===== config.mk =====
export PLATFORM = sky130hd
export DESIGN_NAME = bb_decode
export DESIGN_NICKNAME = d
export VERILOG_FILES = /design/src/rtl/bb_decode.sv
export SDC_FILE = /design/constraint.sdc
export NUM_CORES = 1
export LEC_CHECK = 0
export BUFFER_PORTS_ARGS = -buffer_cell sky130_fd_sc_hd__buf_2
export CORE_AREA = 2 2 133 135
export CTS_CLUSTER_DIAMETER = 80
export CTS_CLUSTER_SIZE = 25
export DETAILED_ROUTE_END_ITERATION = 10
export DIE_AREA = 0 0 135 137
export HOLD_SLACK_MARGIN = 0.02
export PLACE_DENSITY = 0.39
export SLEW_MARGIN = 5
export SYNTH_ARGS = -nofsm -noshare
export SYNTH_HDL_FRONTEND = slang
export SYNTH_SLANG_ARGS = --single-unit

===== constraint.sdc =====
create_clock -name clk_i -period 1.81 [get_ports clk_i]
set_clock_uncertainty 0.1 [all_clocks]
set_input_delay 0.181 -clock clk_i [delete_from_list [all_inputs] [get_ports clk_i]]
set_output_delay 0.181 -clock clk_i [all_outputs]
set_load 0.05 [all_outputs]

===== src/rtl/bb_decode.sv =====
// Blackbone single-master to multi-slave address decoder.
// Steers each access to the lowest-index matching window, returns read data one cycle later, and logs unmapped accesses.
module bb_decode #(
    parameter int                             SLAVES     = 2,
    parameter int                             DATA_WIDTH = 32,
    parameter int                             ADDR_WIDTH = 32,
    parameter logic [SLAVES*ADDR_WIDTH-1:0]   S_BASE     = '0,
    parameter logic [SLAVES*ADDR_WIDTH-1:0]   S_MASK     = '0,
    parameter logic [DATA_WIDTH-1:0]          ERR_DATA   = '0
) (
    input  logic                                 clk_i,
    input  logic                                 rst_ni,
    input  logic [ADDR_WIDTH-1:0]                m_addr_i,
    input  logic [DATA_WIDTH-1:0]                m_din_i,
    input  logic                                 m_en_i,
    input  logic                                 m_we_i,
    output logic [DATA_WIDTH-1:0]                m_dout_o,
    output logic [SLAVES-1:0][ADDR_WIDTH-1:0]    s_addr_o,
    output logic [SLAVES-1:0][DATA_WIDTH-1:0]    s_din_o,
    output logic [SLAVES-1:0]                    s_en_o,
    output logic [SLAVES-1:0]                    s_we_o,
    input  logic [SLAVES-1:0][DATA_WIDTH-1:0]    s_dout_i,
    output logic                                 err_o,
    output logic [ADDR_WIDTH-1:0]                err_addr_o,
    output logic [15:0]                          err_cnt_o,
    input  logic                                 err_clr_i
);

    localparam int IDX_W = (SLAVES > 1) ? $clog2(SLAVES) : 1;

    typedef enum logic [1:0] {
        ST_IDLE,
        ST_HIT,
        ST_MISS
    } state_e;

    state_e                  state_q, state_d;
    logic [IDX_W-1:0]        idx_q, idx_d;
    logic                    err_q, err_d;
    logic [15:0]             cnt_q, cnt_d;
    logic [ADDR_WIDTH-1:0]   eaddr_q, eaddr_d;
    logic                    vld_q, vld_d;

    logic [SLAVES-1:0]       match;
    logic [SLAVES-1:0]       sel;
    logic                    hit;
    logic [IDX_W-1:0]        hit_idx;
    logic                    miss;

    genvar gi;
    generate
        for (gi = 0; gi < SLAVES; gi++) begin : g_slave
            assign match[gi]    = ((m_addr_i & S_MASK[gi*ADDR_WIDTH +: ADDR_WIDTH])
                                   == S_BASE[gi*ADDR_WIDTH +: ADDR_WIDTH]);
            assign s_addr_o[gi] = m_addr_i;
            assign s_din_o[gi]  = m_din_i;
            assign s_en_o[gi]   = m_en_i & sel[gi];
            assign s_we_o[gi]   = m_en_i & m_we_i & sel[gi];
        end
    endgenerate

    // Overlapping windows resolve to the lowest index, keeping sel one-hot.
    always_comb begin
        sel     = '0;
        hit     = 1'b0;
        hit_idx = '0;
        for (int i = 0; i < SLAVES; i++) begin
            if (match[i] && !hit) begin
                hit     = 1'b1;
                sel[i]  = 1'b1;
                hit_idx = IDX_W'(i);
            end
        end
    end

    assign miss = m_en_i & ~hit;

    always_comb begin
        state_d = ST_IDLE;
        idx_d   = idx_q;
        if (m_en_i && !m_we_i) begin
            if (hit) begin
                state_d = ST_HIT;
                idx_d   = hit_idx;
            end else begin
                state_d = ST_MISS;
            end
        end
    end

    always_comb begin
        m_dout_o = '0;
        case (state_q)
            ST_HIT:  m_dout_o = s_dout_i[idx_q];
            ST_MISS: m_dout_o = ERR_DATA;
            default: m_dout_o = '0;
        endcase
    end

    // Clear is applied first so a simultaneous miss is counted and captured on top of it.
    always_comb begin
        err_d   = miss;
        cnt_d   = cnt_q;
        eaddr_d = eaddr_q;
        vld_d   = vld_q;
        if (err_clr_i) begin
            cnt_d   = '0;
            eaddr_d = '0;
            vld_d   = 1'b0;
        end
        if (miss) begin
            if (cnt_d != 16'hFFFF) begin
                cnt_d = cnt_d + 16'd1;
            end
            if (!vld_d) begin
                eaddr_d = m_addr_i;
                vld_d   = 1'b1;
            end
        end
    end

    always_ff @(posedge clk_i or negedge rst_ni) begin
        if (!rst_ni) begin
            state_q <= ST_IDLE;
            idx_q   <= '0;
            err_q   <= 1'b0;
            cnt_q   <= '0;
            eaddr_q <= '0;
            vld_q   <= 1'b0;
        end else begin
            state_q <= state_d;
            idx_q   <= idx_d;
            err_q   <= err_d;
            cnt_q   <= cnt_d;
            eaddr_q <= eaddr_d;
            vld_q   <= vld_d;
        end
    end

    assign err_o      = err_q;
    assign err_cnt_o  = cnt_q;
    assign err_addr_o = eaddr_q;

endmodule


# After elaboration in Yosys (flattened, before gate mapping)
# Index checks and enable logic that the tools add are counted.
# totals
input_bits	133
elab_cells	7
out_inout_bits	213
reg_bits	1
rom_bits	0
latchBits	0
ramBits	0
n_memories	0
# classes
add_sub_neg	0
eq_ne	1
order_cmp	0
n_mux	2
div	0
multipliers	0
bitwise_logic	1
shift	0
n_reduce_logical	2
# ops
cell	count
32-bit 2-to-1 mux	1
1-bit bitwise AND	1
1-bit == test (second input constant)	1
1-bit logical AND	1
1-bit logical NOT	1
1-bit 2-to-1 mux	1

# Depth between registers and ports, before layout
# depth
word_depth	3
mapped_depth	2
mapped_depth_nobuf	1

# Worst setup path before layout
# No wires, ideal clock.
# synth_path
kind	reg2out
from	register state_q[0]
to	output m_dout_o[0]
path_buffers	1
slack_ns	0.714
path_stages_with_launch	3
t_required_ns	1.529
arrival_time_ns	0.815
cell_sequence	dfrtp_1 clkbuf_2 and2_2
# synth_via
elab_chain_len	2
# synth_lines
item	line	rtl
start, declared	37	state_e state_q, state_d;
start signal, assigned	131	state_q <= state_d;
1-bit == test	93	case (state_q)
32-bit 2-to-1 mux	93	
end, declared	17	output logic [DATA_WIDTH-1:0] m_dout_o,
# No other way between the ends.

# Final worst setup path
# layout_path
from	register state_q[0]
to	output m_dout_o[27]
# The elaborated chain is that of the path after synthesis.

==> impl_summary.txt <==
----------------------------------------------------
[Status]
  Outcome ... finished, final reports clean

[Timing]
  Time the final worst path needs with I/O delays and setup ... 1.32 ns
  RSZ-0062 raised after global routing ... no
  Post-route worst setup slack ... between 0.4 and 0.5 ns
  Maximum clock rate ... between 700 and 800 MHz
  Ratio of final minimum period to clock period ... ~73%
  Final Max Slew Viols ... 0
  Final hold violation count ... 0
  Setup violations, final ... 0
  Total negative setup slack ... 0 ns

[Flow run]
  Total of max-cap violations ... 0

[Global route]
  Wire length of the first global-routing pass ... roughly 4600 microns
  Gr ovfl total ... 0
  Total Routing Usage GR ... 3.53%
  Pin count of the biggest net entering global routing ... 33
  Number of antenna violations at the first check in global routing ... 1
  Vias in the first global route ... 716

[Final layout]
  Final core utilization ... 6.54%
  Final net count ... 292
  Layout-stage area growth over the synthesis result ... -32.3%
  Largest register by flop count ... state_q
  Registers with the most flip-flops ... state_q x1
  Number of flip-flops under the largest register name ... 1
  Share of cells above drive strength 1 ... 65.0%

[Synth]
  Number of enable-type register cells in the synthesized netlist ... 0
  Number of warnings issued by yosys ... 0
  Synth area leader ... sky130_fd_sc_hd__buf_4
  Fraction of synthesized cell area taken by the top area cell type ... between 80% and 90%
  Netlist area before placement ... 0.00165 sq mm
  Most used flip-flop cell after synthesis ... sky130_fd_sc_hd__dfrtp_1
  Post-Synthesis Mean Instance Area ... 7.52 sq um
  Asr flop ratio synth ... 100%
  Library cells used by synthesis ... 7
  Cell with the most instances after synthesis ... sky130_fd_sc_hd__buf_4
  Register bit total from synthesis ... 1
  Fraction of the yosys area taken by sequential cells ... roughly 1.5%
  Cells taking the most area after synthesis ... sky130_fd_sc_hd__buf_4 82%, sky130_fd_sc_hd__and2_2 15%, sky130_fd_sc_hd__dfrtp_1 1.5%
  Cells after synthesis ... about 220
  Most frequent cells after synthesis ... 180 x sky130_fd_sc_hd__buf_4, 32 x sky130_fd_sc_hd__and2_2, 3 x sky130_fd_sc_hd__clkbuf_2

[Setup path]
  Worst-path cell with the longest stage delay ... sky130_fd_sc_hd__dfrtp_1
  CP Max Fanout ... 32
  Worst path buffer plus inverter count ... 2
  Arrival time of data at the critical path endpoint ... approximately 1.0 ns
  Endpoint required time on the critical path ... 1.53 ns
  Maximum cell stage delay along the critical path ... 0.30 ns
  Worst Setup End Kind ... primary output
  Critical path class ... register to primary output
  Worst path top cell family by delay ... buffers and inverters
  Origin of the worst setup path ... state_q[0]
  Crit path launch type ... register
  Worst path cell trace ... buf_4, and2_2, buf_2

[Die]
  Horizontal die dimension ... 135 microns
  Placeable core area ... 0.0171 sq mm
  Floorplan row count ... 48
  Initial core utilization ... roughly a tenth
  DIE HEIGHT ... 137 microns
  Number of I/O pins ... 346
  Die Area ... 0.0185 sq mm

[Detailed routing]
  DRT iter0 DRCs ... 18
  Wire length per cell ... a little over 10 microns
  Post-route ant nets ... 0
  Via count ... 774
  Number of remaining DRC errors ... 0
  Drt total wl ... 3850 microns
  Detailed Routing Iterations Pass 1 ... 2
  Average via count per standard cell ... 2.02

[Placed design]
  Number of input and output port buffers inserted ... 69
  Gpl congestion ... 0.551
  Worst-case setup slack after placement ... 0.452 ns
  Total half-perimeter wirelength after legalization and detailed placement ... 3500 microns

[Pwr]
  Maximum vdd drop ... 0.0642 mV
  Clock network fraction of total power ... 0%
  PD cells ... around 420 mW/mm^2
  NetSw ... 379 uW
  Logic pwr share ... between 90% and 100%
  Share of total power consumed by net switching ... 80.4%
  Cell-internal power ... just over 90 uW
  Sequential Power Share ... 5.1%
  Total power after layout ... 471 uW
  Leak pwr ... 0.619 nW

[Min path]
  Worst Hold Launch ... m_din_i[25]
  Min-delay worst type ... input pin to primary output

[Clock tree]
  Post-CTS setup buffers ... 0
  Reg clk slew, reported paths ... 0 ns

----------------------------------------------------
[cell type report]
type	instances	area [sq um]
Antenna cell	1	2.50
Fill cell	2037	15900
Multi-Input combinational cell	85	444
Sequential cell	1	25.0
Tap cell	225	282
Timing Repair Buffer	71	363
[kinds of logic after synthesis]
group	synth area share [%]
other	0.228
flip-flops	1.52
AND/OR/NAND/NOR	15.3
buffers and inverters	82.9
[per-layer routing]
layer	up-vias	wire (microns)	track usage [%]
met4	0	446	3.88
met1	289	629	1.46
met5	-	0	0
li1	300	-	-
met2	125	1980	7.70
met3	60	794	1.78
[what timing repair did]
| item | CTS | global route |
|---|---|---|
| resized for setup | 0 | 0 |
| hold buffers | 1 | 0 |
| endpoints found under the setup margin | 0 | 0 |
| endpoints found under the hold margin | 1 | 0 |
[layout by cell type, fill, tap and decap left out]
master and instances:
sky130_fd_sc_hd__and2_1 1, sky130_fd_sc_hd__conb_1 51, sky130_fd_sc_hd__buf_4 1, sky130_fd_sc_hd__and2_2 32
sky130_fd_sc_hd__dlygate4sd3_1 1, sky130_fd_sc_hd__buf_2 69, sky130_fd_sc_hd__diode_2 1, sky130_fd_sc_hd__nor2b_1 1
sky130_fd_sc_hd__dfrtp_1 1
[stage by stage]
step	cells	instance area, sq um	hold WS (ns)
global route	382	1110	0.262
global placement	381	1100	-0.141
CTS	382	1110	0.262
floorplan	269	1840	-0.215
finish	383	1120	0.262
detailed placement	381	1100	-0.139
[path summary, 6_finish.rpt]
path / depth (start not counted) / slack (ns) / to
max in group asynchronous: 2 / 1.09 / state_q[0]
min in group asynchronous: 2 / 0.43 / state_q[0]
hold / removal: 0 / 0.26 / s_din_o[25]
setup / recovery: 3 / 0.49 / m_dout_o[27]
[power groups by stage]
| stage | logic (mW) | clock network, mW | registers, mW |
|---|---|---|---|
| 3_5_place_dp | 0.447 | 0 | 0.0242 |
| 3_3_place_gp | 0.446 | 0 | 0.0242 |
| 6_report | 0.447 | 0.00000148 | 0.0242 |
| 2_1_floorplan | 1.22 | 0 | 0.0248 |
| 4_1_cts | 0.449 | 0 | 0.0242 |
| 5_1_grt | 0.469 | 0 | 0.0243 |
Power figures use the tool's default switching activity.
